## config.mk

```make
export PLATFORM = sky130hd
export DESIGN_NAME = keypad_entry_controller
export DESIGN_NICKNAME = d
export VERILOG_FILES = /design/src/rtl/keypad_entry_controller.sv
export SDC_FILE = /design/constraint.sdc
export NUM_CORES = 1
export LEC_CHECK = 0
export CAP_MARGIN = 10
export CORE_MARGIN = 2
export CORE_UTILIZATION = 45
export DETAILED_ROUTE_END_ITERATION = 12
export DONT_BUFFER_PORTS = 1
export HOLD_SLACK_MARGIN = 0.02
export MAX_ROUTING_LAYER = met4
export PLACE_DENSITY = 0.64
export REMOVE_ABC_BUFFERS = 1
export SETUP_SLACK_MARGIN = 0.05
export SYNTH_ARGS = -nofsm -noshare
export SYNTH_HDL_FRONTEND = slang
export SYNTH_SLANG_ARGS = --single-unit
export TNS_END_PERCENT = 10
```

## constraint.sdc

```tcl
create_clock -name clk -period 4.76 [get_ports clk]
set_clock_uncertainty 0.1 [all_clocks]
set_input_delay 1.428 -clock clk [delete_from_list [all_inputs] [get_ports clk]]
set_output_delay 1.428 -clock clk [all_outputs]
set_load 0.03 [all_outputs]
```

## src/rtl/keypad_entry_controller.sv

```systemverilog
// Keypad code-entry sequencer: builds a BCD digit buffer from key strobes,
// presents submitted entries with a valid/ack handshake and clears stale input on timeout.
module keypad_entry_controller #(
  parameter int MAX_DIGITS     = 4,
  parameter int TIMEOUT_CYCLES = 250000000,
  parameter int TO_W           = 28
) (
  input  logic                    clk,
  input  logic                    rst,
  input  logic                    enable,
  input  logic [3:0]              key_value,
  input  logic                    key_valid,
  input  logic                    entry_ack,
  output logic                    entry_valid,
  output logic [4*MAX_DIGITS-1:0] entry_bcd,
  output logic [2:0]              entry_len,
  output logic [4*MAX_DIGITS-1:0] disp_bcd,
  output logic [2:0]              disp_len,
  output logic                    reject_pulse,
  output logic                    timeout_pulse
);

  localparam int              BW       = 4 * MAX_DIGITS;
  localparam logic [2:0]      MAX_LEN  = 3'(MAX_DIGITS);
  localparam logic [TO_W-1:0] TO_LAST  = TO_W'(TIMEOUT_CYCLES - 1);
  localparam logic [3:0]      KEY_STAR = 4'd10;
  localparam logic [3:0]      KEY_HASH = 4'd11;

  typedef enum logic [1:0] {
    IDLE    = 2'd0,
    ENTRY   = 2'd1,
    PENDING = 2'd2
  } state_t;

  state_t          state, state_next;
  logic [BW-1:0]   digits_next, entry_bcd_next, shifted_in;
  logic [2:0]      len_next, entry_len_next;
  logic            entry_valid_next, reject_next, timeout_next;
  logic [TO_W-1:0] timer, timer_next;
  logic            accepted, is_digit;

  assign accepted = key_valid & enable;
  assign is_digit = (key_value <= 4'd9);

  // New digit enters the least significant nibble; older digits move up.
  always_comb begin
    shifted_in      = disp_bcd << 4;
    shifted_in[3:0] = key_value;
  end

  always_ff @(posedge clk or posedge rst) begin
    if (rst) begin
      state         <= IDLE;
      disp_bcd      <= '0;
      disp_len      <= '0;
      entry_bcd     <= '0;
      entry_len     <= '0;
      entry_valid   <= 1'b0;
      reject_pulse  <= 1'b0;
      timeout_pulse <= 1'b0;
      timer         <= '0;
    end else begin
      state         <= state_next;
      disp_bcd      <= digits_next;
      disp_len      <= len_next;
      entry_bcd     <= entry_bcd_next;
      entry_len     <= entry_len_next;
      entry_valid   <= entry_valid_next;
      reject_pulse  <= reject_next;
      timeout_pulse <= timeout_next;
      timer         <= timer_next;
    end
  end

  always_comb begin
    state_next       = state;
    digits_next      = disp_bcd;
    len_next         = disp_len;
    entry_bcd_next   = entry_bcd;
    entry_len_next   = entry_len;
    entry_valid_next = entry_valid;
    reject_next      = 1'b0;
    timeout_next     = 1'b0;
    timer_next       = '0;

    case (state)
      IDLE: begin
        if (accepted) begin
          if (is_digit) begin
            digits_next      = '0;
            digits_next[3:0] = key_value;
            len_next         = 3'd1;
            state_next       = ENTRY;
          end else if (key_value != KEY_STAR) begin
            reject_next = 1'b1;
          end
        end
      end

      ENTRY: begin
        // Losing enable abandons the entry quietly; a key beats a same-cycle timeout.
        if (!enable) begin
          digits_next = '0;
          len_next    = '0;
          state_next  = IDLE;
        end else if (key_valid) begin
          if (is_digit) begin
            if (disp_len < MAX_LEN) begin
              digits_next = shifted_in;
              len_next    = disp_len + 3'd1;
            end else begin
              reject_next = 1'b1;
            end
          end else if (key_value == KEY_STAR) begin
            digits_next = disp_bcd >> 4;
            len_next    = disp_len - 3'd1;
            if (disp_len == 3'd1) state_next = IDLE;
          end else if (key_value == KEY_HASH) begin
            entry_bcd_next   = disp_bcd;
            entry_len_next   = disp_len;
            entry_valid_next = 1'b1;
            digits_next      = '0;
            len_next         = '0;
            state_next       = PENDING;
          end else begin
            reject_next = 1'b1;
          end
        end else if (timer == TO_LAST) begin
          digits_next  = '0;
          len_next     = '0;
          timeout_next = 1'b1;
          state_next   = IDLE;
        end else begin
          timer_next = timer + TO_W'(1);
        end
      end

      PENDING: begin
        // Ack takes priority; a key arriving with it is dropped without complaint.
        if (entry_ack) begin
          entry_valid_next = 1'b0;
          state_next       = IDLE;
        end else if (accepted) begin
          reject_next = 1'b1;
        end
      end

      default: state_next = IDLE;
    endcase
  end

endmodule
```

==> flow_summary.yaml, run 1 <==
yosys:
  ys_ff_latch: 71
  synth_cell_types: 44
  synth_top_area_share: 0.512
  synth_common_cells: "dfrtp_1 (71), nor2_1 (48), mux2_2 (29)"
  yosys_warnings: 0
  synth.most_common_cell: "dfrtp_1"
  synth_largest_area_cell: "dfrtp_1"
  syn_area_mm2: 0.00347
  synthFlopType: "dfrtp_1"
  syn_area_per_cell_um2: 11.0
  synthArstFlopShare: 1.00
  synth_edf_count: 0
  ys_top_cells_by_area: "dfrtp_1 (51%), mux2_2 (9.4%), xor2_1 (5.6%), nor2_1 (5.2%), mux2_4 (3.0%)"
  netlist_instances: 314
  seq_area_frac_synth: 0.512
cells_and_area:
  final.fill_count: 676
  antenna_cells: 0
  final_nets: 330
  final_cells: 424
  multi_input_area_mm2: 0.00159
  seq_area_mm2: 0.00178
  syn_to_final_growth_pct: 10.7
  drive_above_1_share: 0.202
timing:
  holdWs_ns: 0.403
  fmax_mhz: 346
  slew_headroom: 0.286
  fin_setup_tns_ns: 0
  period_share: 0.608
  worstMarginPinSlew_ns: 1.07
  slew_violations: 0
  rsz0062_at_grt: "no"
  finalSetupViolations: 0
  period_minus_slack_ns: 2.89
  fin_ws_ns: 1.87
  final_hold_viol_count: 0
die:
  dieArea_mm2: 0.00842
  design.core.area_mm2: 0.00761
  num_io_pins: 50
  start_util: 0.456
  die_h_um: 91.8
  num_rows: 32
  die_w_um: 91.8
clock_network:
  post_cts_resized: 0
  cts-root-buf: "clkbuf_8"
  cts_setup_buffers: 0
  clk_path_buf_depth: 2
  hold_buffers: 0
  cts_tree: "built"
  path_clk_slew_ns: 0.08
  cts_max_level: 3
  insertion_delay_ns: 0.35
  clock-sinks: 71
  cts_buffers: 9
global_routing:
  grt_pass1_wl_um: 11200
  grt.total_usage: 0.174
  grt_start_max_net_pins: 37
  grt_pass1_vias: 2201
  grt-ovfl-total: 0
  antenna_found_initial: 0
detailed_routing:
  vias: 2293
  totalWireLength_um: 6820
  firstDrtPassIters: 4
  avgRoutedWirePerCell_um: 16.1
  ant_nets: 0
  via_per_inst: 5.41
  drtIter0Drc: 98
  remaining_drc_errors: 0
worst_setup_path:
  crit_type: "reg -> reg"
  cp-start-kind: "register"
  critPathRequiredTime_ns: 4.84
  arrival_ns: 2.97
  path_max_fanout: 29
  crit_path_end_kind: "register"
placed_design:
  hpwl_um: 4660
  place.gp.congestion: 0.800
  dp_cells: 407
  place.port_buffers: 0
  post-place-ws_ns: 1.48
pwr:
  p_leak_nw: 1.70
  vdd_ir_drop_max_mv: 0.134
  finalPower_w: 0.00141
  power_density_mw_per_mm2: 368
run_status:
  outcome: "complete, no violations"
worst_hold_path:
  min_path_type: "reg -> reg"
job:
  drv_cap: 0
layout by cell type, fill, tap and decap left out, types with 3 or more instances in the layout:
cell / synthesis / routed
xor2_1: 22 / 22
a22o_1: 3 / 3
nand2b_1: 5 / 5
nor3_1: 3 / 3
clkbuf_8: 0 / 9
mux2_4: 7 / 7
ha_1: 4 / 4
nand2_1: 13 / 13
mux2_2: 29 / 29
nand3_1: 21 / 21
bufinv_16: 0 / 4
and3_1: 7 / 7
xnor2_1: 4 / 4
nand4_1: 9 / 9
buf_4: 1 / 5
dfrtp_1: 71 / 71
inv_1: 8 / 7
a22oi_1: 8 / 8
nor2_1: 48 / 48
o21ai_0: 4 / 4
state kept, by name (all words and copies together), names as in the netlist:
| signal | flops |
|---|---|
| disp_len | 3 |
| entry_len | 3 |
| entry_valid | 1 |
| disp_bcd | 16 |
| timer | 28 |
| entry_bcd | 16 |
| reject_pulse | 1 |
| timeout_pulse | 1 |
| state | 2 |
cell families (layout without fill, tap and decap cells):
family                   after synthesis  in the layout  synth area share
AND/OR/NAND/NOR                      121            121             0.172
flip-flops                            71             71             0.512
multiplexers                          38             38             0.130
AO/OA/AOI/OAI                         32             32            0.0747
XOR/XNOR                              26             26            0.0657
buffers and inverters                 22             30            0.0303
adder cells (fa/ha/maj)                4              4            0.0144
per-stage QoR:
step | utilization | cell area, µm²
floorplan | - | 3390
global placement | 0.468 | 3560
detailed placement | 0.468 | 3560
CTS | 0.504 | 3830
global route | 0.504 | 3840
finish | 0.504 | 3840
cell type report:
| cell class | count | area share |
|---|---|---|
| repair buffers | 6 | 0.0111 |
| clock buffers | 9 | 0.0323 |
| multi-input cells | 221 | 0.415 |
| well taps | 102 | 0.0333 |
| clock inverters | 7 | 0.0378 |
| inverters | 8 | 0.00783 |
| flip-flops and latches | 71 | 0.463 |
worst max-delay path: stages, from the launching register on:
cell and delay [ns]:
dfrtp_1 0.46, or3_1 0.39, or3_1 0.41, or3_2 0.44
nand3_1 0.74, o41ai_1 0.19
where the power goes:
group | total (W) | leakage (nW) | switching (W) | internal (W)
Sequential | 0.000683 | 0.973 | 0.0000624 | 0.000621
Combinational | 0.0000935 | 0.594 | 0.0000481 | 0.0000455
Clock | 0.000637 | 0.130 | 0.000234 | 0.000403
metal layers:
layer	track usage	vias up	wire, µm
met5	-	-	0
li1	-	1105	-
met2	0.262	39	3150
met4	0.0485	0	78
met3	0.0567	8	365
met1	0.227	1141	3230
worst paths after layout:
check | start | end | slack (ns) | cells after the start
worst max-delay path | timer[16] | state[0] | 1.87 | 5
worst min-delay path | timer[0] | timer[0] | 0.40 | 1
worst max register to register | timer[16] | state[0] | 1.87 | 5
worst min register to register | timer[0] | timer[0] | 0.40 | 1
max in group asynchronous | rst | timer[2] | 2.84 | 2
min in group asynchronous | rst | entry_bcd[2] | 0.99 | 1
No activity file was read; power rests on OpenSTA's default activity.
==> run 2: changes to the inputs <==
Clock period 4.76 ns to 3 ns, I/O delays scaled along.
==> run 2 against run 1 <==
  * Global-route usage grew 0.47 points
  * Non-clock buffer count grew 3
  * Power grew 47%
  * Count of clock-buffer cells in the layout is the same
  * Hold slack lost 0.018 ns
  * Critical endpoint is now disp_bcd[1]
==> flow_summary.yaml, run 2 (synthesis results as in run 1) <==
worst_setup_path:
  cp_common_cell: "or3_1"
  max_stage_delay_ns: 0.45
  regToRegSetupSlack_ns: 0.50
  path_max_fanout: 19
  reg2reg_depth: 5
  cp-start-kind: "register"
  crit_type: "reg -> reg"
  timing.rr.end: "disp_bcd[1]"
  arrival_ns: 2.63
  cp_cell_sequence: "or3_1, or3_1, o211ai_2, o2111ai_4, mux2_4"
  startpoint: "timer[16]"
  cp-endpoint: "disp_bcd[1]"
  critPathRequiredTime_ns: 3.13
  crit_path_end_kind: "register"
  r2r_start: "timer[16]"
  crit_slowest_cell: "dfrtp_1"
detailed_routing:
  drtIter0Drc: 128
  firstDrtPassIters: 4
  remaining_drc_errors: 0
  totalWireLength_um: 6870
  via_per_inst: 5.48
  avgRoutedWirePerCell_um: 16.1
  ant_nets: 0
  vias: 2340
timing:
  final_hold_viol_count: 0
  holdWs_ns: 0.386
  slew_headroom: 0.431
  worstMarginPinSlew_ns: 0.850
  fmax_mhz: 399
  finalSetupViolations: 0
  period_minus_slack_ns: 2.50
  slew_violations: 0
  rsz0062_at_grt: "no"
  period_share: 0.835
  fin_ws_ns: 0.496
worst_hold_path:
  min_path_type: "reg -> reg"
  hp-start: "timer[0]"
clock_network:
  path_clk_slew_ns: 0.08
  clock-sinks: 71
  insertion_delay_ns: 0.34
  cts_buffers: 9
  cts_tree: "built"
  post_cts_resized: 0
  hold_buffers: 0
  cts_max_level: 3
  cts-root-buf: "clkbuf_8"
  clk_path_buf_depth: 2
  cts_setup_buffers: 0
die:
  die_h_um: 91.8
  start_util: 0.456
  dieArea_mm2: 0.00842
  num_io_pins: 50
  die_w_um: 91.8
  design.core.area_mm2: 0.00761
  num_rows: 32
cells_and_area:
  syn_to_final_growth_pct: 10.4
  stdcell_area_mm2: 0.00383
  top_register: "timer"
  final_common_cell: "dfrtp_1"
  final_nets: 333
  drive_above_1_share: 0.209
  antenna_cells: 0
  largest_register_ffs: 28
  final.fill_count: 671
  fin_util: 0.503
  reg_top3: "timer x28, disp_bcd x16, entry_bcd x16"
  final_cell_mix: "dfrtp_1 (71), nor2_1 (48), mux2_2 (29)"
  final_cells: 427
placed_design:
  postPlaceCellArea_mm2: 0.00361
  place.port_buffers: 0
  post-place-ws_ns: 0.503
  place.gp.congestion: 0.831
  hpwl_um: 4570
  dp_cells: 411
global_routing:
  grt.total_usage: 0.179
  grt_pass1_wl_um: 11600
  grt_start_max_net_pins: 72
  grt-ovfl-total: 0
  antenna_found_initial: 0
  grt_pass1_vias: 2340
job:
  drv_cap: 0
pwr:
  p_leak_nw: 1.70
  vdd_ir_drop_max_mv: 0.252
  power_density_mw_per_mm2: 543
run_status:
  outcome: "complete, no violations"
[run 2: metal layers]
layer,vias to the layer above,global-route usage,wire (µm)
met3,7,0.0616,327
met5,-,-,0
li1,1117,-,-
met2,39,0.267,3290
met4,0,0.0473,63
met1,1177,0.234,3190
[run 2: metrics by stage]
| step | power (W) | TNS [ns] |
|---|---|---|
| 2_1_floorplan | 0.00121 | -19.93 |
| 3_3_place_gp | 0.00125 | 0 |
| 3_5_place_dp | 0.00126 | 0 |
| 4_1_cts | 0.00211 | 0 |
| 5_1_grt | 0.00217 | 0 |
| 6_report | 0.00208 | 0 |
[run 2: worst min path at each step]
| stage | endpoint | slack (ns) | cells after the start |
|---|---|---|---|
| finish | timer[0] | 0.39 | 1 |
| global route | disp_bcd[7] | 0.42 | 2 |
| CTS | timer[0] | 0.39 | 1 |
| detailed placement | timer[0] | 0.38 | 1 |
| global placement | timer[0] | 0.37 | 1 |
| floorplan | timer[0] | 0.35 | 1 |
[run 2: critical path: cells and delay by family (launching register included)]
kind / cells / cell delay [ns]
mux: 1 / 0.44
flops: 1 / 0.45
simple gates: 2 / 0.78
compound gates: 2 / 0.62
[run 2: where the power goes]
group	internal [W]	leakage (nW)	total [W]	switching (W)
logic	0.0000751	0.613	0.000155	0.0000796
clock network	0.000471	0.114	0.000840	0.000369
registers	0.000985	0.973	0.00108	0.0000978
total	0.00153	1.70	0.00208	0.000546
[run 2: area by class of cell]
cell class                 instances  area [µm²]  share of cell area
clock inverter                     7        96.3              0.0252
inverter                           8        30.0             0.00785
sequential                        71        1780               0.464
timing repair buffer               9        80.1              0.0209
multi-input combinational        221        1590               0.416
clock buffer                       9         124              0.0324
tap                              102         128              0.0334
